**config.mk**
```make
export PLATFORM = sky130hd
export DESIGN_NAME = bitty_uart_fetch
export DESIGN_NICKNAME = d
export VERILOG_FILES = /design/src/rtl/bitty_pkg.sv /design/src/rtl/bitty_uart_rx.sv /design/src/rtl/bitty_uart_fetch.sv
export SDC_FILE = /design/constraint.sdc
export NUM_CORES = 1
export LEC_CHECK = 0
export BUFFER_PORTS_ARGS = -buffer_cell sky130_fd_sc_hd__buf_4
export CAP_MARGIN = 20
export CORE_ASPECT_RATIO = 0.75
export CORE_MARGIN = 2
export CORE_UTILIZATION = 50
export CTS_CLUSTER_DIAMETER = 80
export DETAILED_ROUTE_END_ITERATION = 16
export GPL_ROUTABILITY_DRIVEN = 1
export GPL_TIMING_DRIVEN = 0
export PLACE_DENSITY = 0.7
export REMOVE_ABC_BUFFERS = 1
export SLEW_MARGIN = 10
export SYNTH_ARGS = -nofsm -noshare
export SYNTH_HDL_FRONTEND = slang
export SYNTH_SLANG_ARGS = --single-unit
```
**constraint.sdc**
```tcl
create_clock -name clk -period 3.1 [get_ports clk]
set_input_delay 0.62 -clock clk [delete_from_list [all_inputs] [get_ports clk]]
set_output_delay 0.62 -clock clk [all_outputs]
set_load 0.02 [all_outputs]
```
**src/rtl/bitty_pkg.sv**
```systemverilog
// Shared constants and types for the Bitty serial instruction front-end.
package bitty_pkg;

    // Bitty instructions are always two bytes wide.
    localparam int unsigned INSTR_W = 16;
    localparam int unsigned BYTE_W  = 8;

    // 10 MHz system clock, 115200 baud.
    localparam int unsigned CLKS_PER_BIT_DEF = 87;

    // Receiver frame states.
    typedef enum logic [1:0] {
        StIdle,
        StStart,
        StData,
        StStop
    } rx_state_e;

endpackage

```
**src/rtl/bitty_uart_rx.sv**
```systemverilog
// 8N1 UART byte receiver: input synchronizer, baud counter and frame FSM.
// byte_valid_o and frame_err_o are single-cycle pulses asserted in the
// stop-bit sample cycle; byte_o is stable from then until the next frame.
module bitty_uart_rx
    import bitty_pkg::*;
#(
    // Legal values are 4 and above.
    parameter int unsigned CLKS_PER_BIT = CLKS_PER_BIT_DEF
) (
    input  logic              clk,
    input  logic              reset,
    input  logic              rx_i,
    output logic [BYTE_W-1:0] byte_o,
    output logic              byte_valid_o,
    output logic              frame_err_o,
    output logic              rx_busy_o
);

    localparam int unsigned      CNT_W    = (CLKS_PER_BIT > 1) ? $clog2(CLKS_PER_BIT) : 1;
    localparam logic [CNT_W-1:0] CNT_FULL = CNT_W'(CLKS_PER_BIT - 1);
    localparam logic [CNT_W-1:0] CNT_HALF = CNT_W'(CLKS_PER_BIT / 2 - 1);

    logic              r_sync_meta;
    logic              r_sync;
    logic              w_rx;
    rx_state_e         r_state;
    rx_state_e         w_state_next;
    logic [CNT_W-1:0]  r_cnt;
    logic [2:0]        r_bit_idx;
    logic [BYTE_W-1:0] r_shift;
    logic              w_cnt_full;
    logic              w_cnt_half;

    // Two-flop synchronizer; resets to the idle-high line level.
    always_ff @(posedge clk) begin
        if (reset) begin
            r_sync_meta <= 1'b1;
            r_sync      <= 1'b1;
        end else begin
            r_sync_meta <= rx_i;
            r_sync      <= r_sync_meta;
        end
    end

    assign w_rx       = r_sync;
    assign w_cnt_full = (r_cnt == CNT_FULL);
    assign w_cnt_half = (r_cnt == CNT_HALF);

    // FSM state register.
    always_ff @(posedge clk) begin
        if (reset) begin
            r_state <= StIdle;
        end else begin
            r_state <= w_state_next;
        end
    end

    // FSM next-state logic.
    always_comb begin
        w_state_next = r_state;
        case (r_state)
            StIdle: begin
                if (!w_rx) w_state_next = StStart;
            end
            StStart: begin
                // Mid-start resample: a line that has gone high again was a glitch.
                if (w_cnt_half) w_state_next = w_rx ? StIdle : StData;
            end
            StData: begin
                if (w_cnt_full && (r_bit_idx == 3'd7)) w_state_next = StStop;
            end
            StStop: begin
                if (w_cnt_full) w_state_next = StIdle;
            end
            default: w_state_next = StIdle;
        endcase
    end

    // Baud counter, bit index and shift register.
    always_ff @(posedge clk) begin
        if (reset) begin
            r_cnt     <= '0;
            r_bit_idx <= '0;
            r_shift   <= '0;
        end else begin
            // Restart on every state change and at the end of each bit period.
            if ((w_state_next != r_state) || w_cnt_full) begin
                r_cnt <= '0;
            end else if (r_state != StIdle) begin
                r_cnt <= r_cnt + 1'b1;
            end

            if ((r_state == StStart) && w_cnt_half && !w_rx) begin
                r_bit_idx <= '0;
            end else if ((r_state == StData) && w_cnt_full) begin
                r_shift[r_bit_idx] <= w_rx;
                r_bit_idx          <= r_bit_idx + 3'd1;
            end
        end
    end

    // FSM outputs: stop-bit verdict pulses and busy flag.
    always_comb begin
        byte_valid_o = 1'b0;
        frame_err_o  = 1'b0;
        rx_busy_o    = (r_state != StIdle);
        if ((r_state == StStop) && w_cnt_full) begin
            if (w_rx) begin
                byte_valid_o = 1'b1;
            end else begin
                frame_err_o = 1'b1;
            end
        end
    end

    assign byte_o = r_shift;

endmodule

```
**src/rtl/bitty_uart_fetch.sv**
```systemverilog
// Bitty serial instruction front-end: pairs received UART bytes into 16-bit
// instructions (first byte high) and offers them to the core over valid/ready.
module bitty_uart_fetch
    import bitty_pkg::*;
#(
    parameter int unsigned CLKS_PER_BIT = CLKS_PER_BIT_DEF
) (
    input  logic               clk,
    input  logic               reset,
    input  logic               rx_i,
    output logic [INSTR_W-1:0] instr_o,
    output logic               instr_valid_o,
    input  logic               instr_ready_i,
    output logic               frame_err_o,
    output logic               overflow_o,
    output logic               busy_o
);

    logic [BYTE_W-1:0]  w_byte;
    logic               w_byte_valid;
    logic               w_frame_err;
    logic               w_rx_busy;
    logic               w_word_done;
    logic               w_handshake;

    logic               r_ptr;
    logic [BYTE_W-1:0]  r_hi_byte;
    logic [INSTR_W-1:0] r_instr;
    logic               r_valid;
    logic               r_overflow;

    bitty_uart_rx #(
        .CLKS_PER_BIT (CLKS_PER_BIT)
    ) u_rx (
        .clk          (clk),
        .reset        (reset),
        .rx_i         (rx_i),
        .byte_o       (w_byte),
        .byte_valid_o (w_byte_valid),
        .frame_err_o  (w_frame_err),
        .rx_busy_o    (w_rx_busy)
    );

    assign w_word_done = w_byte_valid & r_ptr;
    assign w_handshake = r_valid & instr_ready_i;

    // Byte pointer and pending high byte; a framing error resyncs to a word boundary.
    always_ff @(posedge clk) begin
        if (reset) begin
            r_ptr     <= 1'b0;
            r_hi_byte <= '0;
        end else if (w_frame_err) begin
            r_ptr <= 1'b0;
        end else if (w_byte_valid) begin
            if (!r_ptr) begin
                r_hi_byte <= w_byte;
                r_ptr     <= 1'b1;
            end else begin
                r_ptr <= 1'b0;
            end
        end
    end

    // Holding register: load when empty or being drained this cycle, else flag overflow.
    always_ff @(posedge clk) begin
        if (reset) begin
            r_instr    <= '0;
            r_valid    <= 1'b0;
            r_overflow <= 1'b0;
        end else if (w_word_done) begin
            if (!r_valid || w_handshake) begin
                r_instr <= {r_hi_byte, w_byte};
                r_valid <= 1'b1;
            end else begin
                r_overflow <= 1'b1;
            end
        end else if (w_handshake) begin
            r_valid <= 1'b0;
        end
    end

    assign instr_o       = r_instr;
    assign instr_valid_o = r_valid;
    assign overflow_o    = r_overflow;
    assign frame_err_o   = w_frame_err;
    assign busy_o        = w_rx_busy | r_ptr;

endmodule
```
==> metrics.yaml, run 1 <==
max_freq_ghz: 0.431
netlist_area_sq_um: 2110
antennaDiodeCount: 0
die-area_sq_um: 4760
switching_share: 0.239
fp.dieW_microns: 79.0
combPwrFrac: 0.044
clock_path_buffers: 2
fin_setup_tns_ps: 0
cts_resized: 0
drv_slew: 0
cts_inserted_buffers: 5
leakage_nw: 0.857
drc_errors: 0
internal_power_mw: 0.813
cts_max_level: 2
max_cap_viol_count: 0
drtIter0Drc: 105
place_congestion: 0.793
report.power.total_mw: 1.07
fillerInstances: 386
hold_depth: 1
setup_viol: 0
ys_seq_area_frac: 0.465
critPathRequiredTime_ps: 2480
grt_pass1_vias: 1388
grt_pass1_wl_microns: 6600
syn_avg_cell_area_sq_um: 8.65
fin_nets: 265
firstDrtPassIters: 4
worst_pin_slew_ps: 640
rsz0062_at_grt: "false"
hp-class: "reg -> reg"
drive_above_1_share: 0.151
seqPwrFrac: 0.602
synthFlopType: "dfxtp_1"
power_frac_clock: 0.353
syn_inst: 244
cts_tree: "done"
io_buffers: 23
cp_max_fo: 5
holdBufCountCts: 0
wl_microns: 4090
r2r_cells: 5
p_sw_mw: 0.256
grt_max_degree: 33
die_h_microns: 60.3
criticalPathCategory: "reg -> out"
start_util: 0.521
status: "finished clean"
yosys_warnings: 0
setup_slack_ps: 780
gr-total-overflow: 0
fin_skew_ps: 6.44
dpl.hpwl_microns: 2730
power.density_nw_per_um2: 456
arrival_ps: 1700
via_per_inst: 5.54
clock-sinks: 49
path_clk_slew_ps: 90
start_kind: "register"
min_period_ps: 2320
antenna_found_initial: 0
endpoint_kind: "output pin"
track_usage: 0.176
synth_edf_count: 0
root_buffer: "clkbuf_8"
antenna_left: 0
synth_cell_type_count: 40
clkLatencyLatePin_ps: 300
area_growth_pct: 11.2
place_ws_ps: 1120
slew_headroom: 0.572
coreArea_sq_um: 4050
vias: 1735
hold_viol: 0
yosys_register_bits: 49
post_drt_wl_per_cell_microns: 13.1
peakVddDrop_mv: 0.274
postCtsSetupBuffers: 0
period_share: 0.748
ioPinCount: 24
ys_async_sr_fraction: 0
num_rows: 20
-- metrics by stage --
stage | instances | util | cell area (sq um) | hold WS, ps
global placement | 305 | 0.557 | 2260 | 392
finish | 313 | 0.579 | 2350 | 414
detailed placement | 305 | 0.557 | 2260 | 395
floorplan | 227 | - | 2020 | 389
global route | 313 | 0.579 | 2350 | 433
CTS | 313 | 0.579 | 2350 | 417
-- kinds of logic after synthesis --
logic type	synth area share
buffers and inverters	0.0522
adder cells (fa/ha/maj)	0.0237
AND/OR/NAND/NOR	0.255
flip-flops	0.465
XOR/XNOR	0.0290
multiplexers	0.0332
AO/OA/AOI/OAI	0.142
-- power groups by stage --
stage,Sequential (mW),Combinational [mW],Clock (mW)
finish,0.644,0.0471,0.378
global route,0.645,0.0529,0.416
CTS,0.644,0.0472,0.385
detailed placement,0.658,0.0470,0
global placement,0.659,0.0463,0
floorplan,0.656,0.0301,0
-- final timing paths --
| path | start | to | slack (ps) |
|---|---|---|---|
| hold reg to reg | u_rx.r_sync_meta | u_rx.r_sync | 410 |
| setup reg to reg | u_rx.r_cnt[1] | instr_o[5] | 1090 |
| setup / recovery | u_rx.r_cnt[1] | frame_err_o | 780 |
| hold / removal | u_rx.r_sync_meta | u_rx.r_sync | 410 |
-- state kept, by name, indices dropped and copies added, names as in the netlist --
| register | flops |
|---|---|
| u_rx.r_bit_idx | 3 |
| overflow_o | 1 |
| instr_o | 16 |
| u_rx.r_state | 2 |
| instr_valid_o | 1 |
| u_rx.r_sync | 1 |
| u_rx.r_cnt | 7 |
| r_hi_byte | 8 |
| r_ptr | 1 |
| u_rx.r_sync_meta | 1 |
| u_rx.byte_o | 8 |
-- layer usage --
metal	vias to the layer above	track usage	share of wire
met1	803	0.257	0.52
li1	877	-	-
met3	2	0.0468	0.061
met5	-	0	0
met4	0	0.0443	0.0042
met2	53	0.257	0.41
-- synthesized netlist by cell type, drive strengths merged, types with 3 or more instances --
master  number  area share
dfxtp       49        0.46
nand2       33       0.059
a21oi       29       0.069
nand3       20       0.047
o21ai       18       0.043
nor2        17       0.030
clkbuf       9       0.016
buf          8       0.029
mux2i        7       0.033
nand4        6       0.018
ha           4       0.024
inv          4      0.0071
xor2         4       0.017
and3         3      0.0089
nand2b       3      0.0089
nand4b       3       0.012
nor4         3       0.016
or2          3      0.0089
xnor2        3       0.012
-- worst max-delay path, cell delays in order (launching register included) --
cell	delay, ps
dfxtp_1	410
ha_1	250
nor2b_1	290
nand4_1	180
nor2_1	130
buf_4	150
-- layout by cell type, fill, tap and decap left out, types with 2 or more instances in the layout --
master | netlist | routed
or2_2 | 3 | 3
xnor2_1 | 3 | 3
inv_1 | 4 | 4
nand2_1 | 33 | 33
and3_1 | 3 | 3
nand3_1 | 20 | 20
o21ai_0 | 17 | 17
nor2b_1 | 2 | 2
nor2_1 | 17 | 17
nand2b_1 | 3 | 3
nand4b_1 | 3 | 3
mux2i_1 | 7 | 7
clkbuf_8 | 0 | 5
dfxtp_1 | 49 | 49
nand4_1 | 6 | 6
buf_4 | 1 | 23
xor2_1 | 4 | 4
a21oi_1 | 29 | 29
nor4_1 | 2 | 2
ha_1 | 4 | 4
-- area by class of cell --
class / instances / area [sq um] / area share
Inverter: 4 / 15.0 / 0.00640
Sequential cell: 49 / 981 / 0.418
Timing Repair Buffer: 23 / 173 / 0.0736
Clock inverter: 3 / 21.3 / 0.00906
Clock buffer: 5 / 68.8 / 0.0293
Tap cell: 55 / 68.8 / 0.0293
Multi-Input combinational cell: 174 / 1020 / 0.434
No activity file was read; power rests on OpenSTA's default activity.
==> run 2, diff against run 1 <==
- PLACE_DENSITY: 0.7 -> 0.73
- clock period: 3.1 -> 1.9 ns (I/O delays scaled with it)
==> metrics.yaml, run 2 (same netlist as run 1, synthesis figures left out) <==
max_cap_viol_count: 0
period_share: 0.961
layout_common_cells: "46 x dfxtp_1, 33 x nand2_1, 30 x buf_4"
grt_pass1_vias: 1554
antenna_found_initial: 0
setup_slack_ps: 73.8
fin_util: 0.599
coreArea_sq_um: 4050
fin_skew_ps: 8.02
gr-total-overflow: 0
die_h_microns: 60.3
multiInputGateArea_sq_um: 1050
worst_pin_slew_ps: 608
hold_viol: 0
place_congestion: 0.778
cts_inserted_buffers: 5
grt_pass1_wl_microns: 7100
regToRegEndpoint: "u_rx.r_bit_idx[0]"
cp_cell_sequence: "inv_2 > ha_4 > nor2b_4 > nand4_1 > nor2_1 > buf_4"
clkLatencyLatePin_ps: 310
report.power.total_mw: 1.76
drtIter0Drc: 131
cp_max_fo: 5
place_ws_ps: -4.13
min_to: "u_rx.r_sync_meta"
max_freq_ghz: 0.548
dpl.hpwl_microns: 2780
clock-sinks: 49
ioPinCount: 24
start_kind: "register"
critical_path.slowest_cell: "dfxtp_4"
antenna_left: 0
hp-class: "in -> reg"
hp-start: "rx_i"
grt_max_degree: 33
die-area_sq_um: 4760
cts_max_level: 2
cts_tree: "done"
placed_cell_area_sq_um: 2260
critPathRequiredTime_ps: 1520
status: "finished clean"
firstDrtPassIters: 4
start_util: 0.521
area_growth_pct: 15.1
final_area_sq_um: 2430
rsz0062_at_grt: "true"
leakage_nw: 0.888
setup_viol: 0
arrival_ps: 1450
antennaDiodeCount: 0
drv_slew: 0
drive_above_1_share: 0.200
fin_nets: 272
critPathBufInv: 2
endpoint_kind: "output pin"
timing.hold.ws_ps: 257
via_per_inst: 5.60
track_usage: 0.192
clock_path_buffers: 2
root_buffer: "clkbuf_8"
io_buffers: 23
critPathMaxStageDelay_ps: 370
num_rows: 20
peakVddDrop_mv: 0.431
hold_depth: 2
drc_errors: 0
path_clk_slew_ps: 90
wl_microns: 4500
r2r_cells: 6
post_drt_wl_per_cell_microns: 14.0
final_common_cell: "dfxtp_1"
r2r-start: "u_rx.r_cnt[0]"
cp_top_family: "simple AND/OR/NAND/NOR gates"
fillerInstances: 361
slew_headroom: 0.593
vias: 1792
criticalPathCategory: "reg -> out"
seqCellArea_sq_um: 987
min_period_ps: 1830
power.density_nw_per_um2: 723
largest_reg_flops: 16
fp.dieW_microns: 79.0
ff2ff_setup_slack_ps: 120
-- run 2: area by class of cell --
class / instances / area share
timing repair buffer: 30 / 0.0927
inverter: 4 / 0.00618
clock inverter: 2 / 0.00618
sequential: 49 / 0.406
multi-input combinational: 174 / 0.430
tap: 55 / 0.0283
clock buffer: 6 / 0.0299
-- run 2: worst max path at each step --
stage             startpoint           to  cells past startpoint
2_1_floorplan  u_rx.r_cnt[0]  frame_err_o                      5
3_3_place_gp   u_rx.r_cnt[1]   instr_o[3]                      5
3_5_place_dp   u_rx.r_cnt[1]   instr_o[0]                      5
4_1_cts        u_rx.r_cnt[0]  frame_err_o                      6
5_1_grt        u_rx.r_cnt[4]   instr_o[0]                      4
6_report       u_rx.r_cnt[0]  frame_err_o                      6
-- run 2: metal layers --
metal / share of wire / vias up / GRT usage
met2: 0.45 / 48 / 0.297
met4: 0.014 / 0 / 0.0887
met1: 0.48 / 841 / 0.254
met5: 0 / - / 0
met3: 0.050 / 7 / 0.0498
li1: - / 896 / -
-- run 2: where the power goes --
group	total, mW	switching [mW]	internal (mW)
combinational	0.0930	0.0521	0.0409
clock	0.610	0.350	0.260
sequential	1.05	0.0170	1.04
total	1.76	0.419	1.34
-- run 2: through the flow --
stage / std cells / TNS [ps]
4_1_cts: 316 / 0
5_1_grt: 320 / -24.4
2_1_floorplan: 227 / 0
3_5_place_dp: 305 / -4.13
6_report: 320 / 0
3_3_place_gp: 305 / 0
-- run 2: repair_timing --
action | CTS | global route
gates resized for setup | 7 | 4
hold buffers | 0 | 0
setup endpoints to repair | 4 | 18
pin swaps | 2 | 3
setup buffers | 3 | 4
==> run 3, diff against run 2 <==
- GPL_TIMING_DRIVEN: 0 -> default
- MAX_ROUTING_LAYER: default -> met4
- PLACE_DENSITY: 0.73 -> 0.72
- SYNTH_HIERARCHICAL: default -> 1
==> metrics.yaml, run 3 <==
arrival_ps: 1490
status: "finished clean"
min_to: "u_rx/r_sync_meta"
clock_path_buffers: 2
synthFlopType: "dfxtp_1"
critPathMaxStageDelay_ps: 330
r2r_cells: 6
wl_met3_microns: 242
ys_async_sr_fraction: 0
cts_max_level: 2
syn_inst: 248
worst_pin_slew_ps: 646
max_freq_ghz: 0.535
holdBufCountCts: 0
critPathRequiredTime_ps: 1520
synth_edf_count: 0
fillerInstances: 336
rsz0062_at_grt: "true"
drtIter0Drc: 88
setup_viol: 0
synthTopCellsByArea: "dfxtp_1 45%, a21oi_1 6.4%, nand4_1 5.7%"
antenna_left: 0
setup_slack_ps: 32.4
layout_common_cells: "47 x dfxtp_1, 46 x buf_4, 28 x a21oi_1, 28 x nand2_1, 23 x o21ai_0"
period_share: 0.983
grt_pass1_wl_microns: 7820
antennaDiodeCount: 0
yosys_register_bits: 49
hp-class: "in -> reg"
endpoint_kind: "output pin"
drive_above_1_share: 0.271
cts_inserted_buffers: 5
leakage_nw: 1.02
firstDrtPassIters: 4
track_usage: 0.212
hp-start: "rx_i"
slew_headroom: 0.569
cts_tree: "done"
wl_met1_microns: 2500
synth_top_area_frac: 0.446
syn_avg_cell_area_sq_um: 8.86
netlist_area_sq_um: 2200
die-area_sq_um: 4950
yosys_warnings: 6
min_period_ps: 1870
clkLatencyLatePin_ps: 300
root_buffer: "clkbuf_8"
ioPinCount: 24
synth_top_cells_by_count: "49 x dfxtp_1, 30 x nand2_1, 28 x a21oi_1, 23 x o21ai_0, 20 x nand4_1"
io_buffers: 23
place_congestion: 0.824
cp_common_cell: "buf_6"
drv_slew: 0
coreArea_sq_um: 4130
post_drt_wl_per_cell_microns: 14.9
drc_errors: 0
path_clk_slew_ps: 90
hold_viol: 0
via_per_inst: 5.75
grt_max_degree: 33
fp.dieW_microns: 80.6
cp_cell_sequence: "inv_2 > ha_4 > nand2_4 > buf_6 > nor4_4 > buf_4 > buf_6"
fin_nets: 291
peakVddDrop_mv: 0.532
wl_microns: 5060
yosys.area.top_type: "dfxtp_1"
largest_reg_flops: 16
synth_cell_type_count: 42
regToRegEndpoint: "r_hi_byte[4]"
final_common_cell: "dfxtp_1"
start_kind: "register"
grt_pass1_vias: 1688
antenna_found_initial: 0
dpl.hpwl_microns: 3150
ys_seq_area_frac: 0.446
gr-total-overflow: 0
ff2ff_setup_slack_ps: 110
die_h_microns: 61.4
hold_depth: 2
power.density_nw_per_um2: 694
num_rows: 20
vias: 1950
area_growth_pct: 23.4
fin_skew_ps: 8.38
place_ws_ps: 5.46
criticalPathCategory: "reg -> out"
start_util: 0.532
routed.top_layer: "met4"
critical_path.slowest_cell: "dfxtp_2"
clock-sinks: 49
final_area_sq_um: 2710
cp_max_fo: 2
max_cap_viol_count: 0
yosysMostFrequentCell: "dfxtp_1"
r2r-start: "u_rx/r_cnt[3]"
placed_cell_area_sq_um: 2480
dr_wl_met2_microns: 2300
==> run 3: cell types whose count changed after synthesis, sizes merged, moves of 6 or more <==
cell	delta
nand3	-15
nand4	+14
nor2	-15
nor3	+8
o21ai	+6
==> run 3: through the flow <==
step	setup TNS, ps	total power [mW]	utilization	hold WS (ps)	cells
after floorplan	-10590	1.09	-	389	228
after global placement	0	1.12	0.601	392	326
after detailed placement	0	1.13	0.601	394	326
after CTS	0	1.89	0.641	260	335
after global routing	-36.8	1.94	0.657	269	339
final	0	1.88	0.657	265	339
==> run 3: final cells by class <==
cell class / instances / area [sq um] / area share
multi-input cells: 176 / 1160 / 0.428
flip-flops and latches: 49 / 983 / 0.363
repair buffers: 48 / 368 / 0.136
clock buffers: 6 / 82.6 / 0.0304
well taps: 55 / 68.8 / 0.0254
clock inverters: 2 / 37.5 / 0.0138
inverters: 3 / 11.3 / 0.00415
==> run 3: power breakdown <==
| group | switching, mW | internal [mW] | total [mW] |
|---|---|---|---|
| combinational | 0.0420 | 0.0303 | 0.0723 |
| sequential | 0.00687 | 1.03 | 1.04 |
| clock | 0.344 | 0.428 | 0.772 |
==> run 3: logic make-up (layout without fill, tap and decap cells) <==
group,Yosys count,count (layout),synth area share
and+or+nand+nor,95,95,0.254
AOI/OAI and AO/OA,64,64,0.167
DFF,49,49,0.446
buffers and inverters,23,59,0.0541
muxes,8,8,0.0364
xor gates and xnor gates,5,5,0.0199
adders and majority gates,4,4,0.0228
==> run 3: critical path: cells and delay by family, from the launching register on <==
kind / cells / cell delay, ps
flops: 1 / 330
buf+inv: 4 / 450
simple gates: 2 / 270
fa+ha+maj: 1 / 140
==> run 3: timing repair <==
action,CTS,global route
setup buffers,1,4
pin swaps,1,3
hold endpoints to repair,0,0
endpoints found under the setup margin,7,24
resized for setup,6,11
==> run 3: per-layer routing <==
metal,vias up,track usage
li1,980,-
met1,914,0.283
met2,51,0.318
met3,5,0.0484
met4,0,0.0751
met5,-,-
==> run 3: how the worst max path moves through the flow <==
stage | start | endpoint | cells after the start
final | u_rx/r_cnt[0] | frame_err_o | 7
after global routing | u_rx/r_cnt[0] | frame_err_o | 7
after CTS | u_rx/r_cnt[0] | frame_err_o | 7
after detailed placement | u_rx/r_cnt[3] | instr_o[11] | 6
after global placement | u_rx/r_cnt[0] | r_hi_byte[1] | 8
after floorplan | u_rx/r_cnt[3] | r_hi_byte[0] | 5
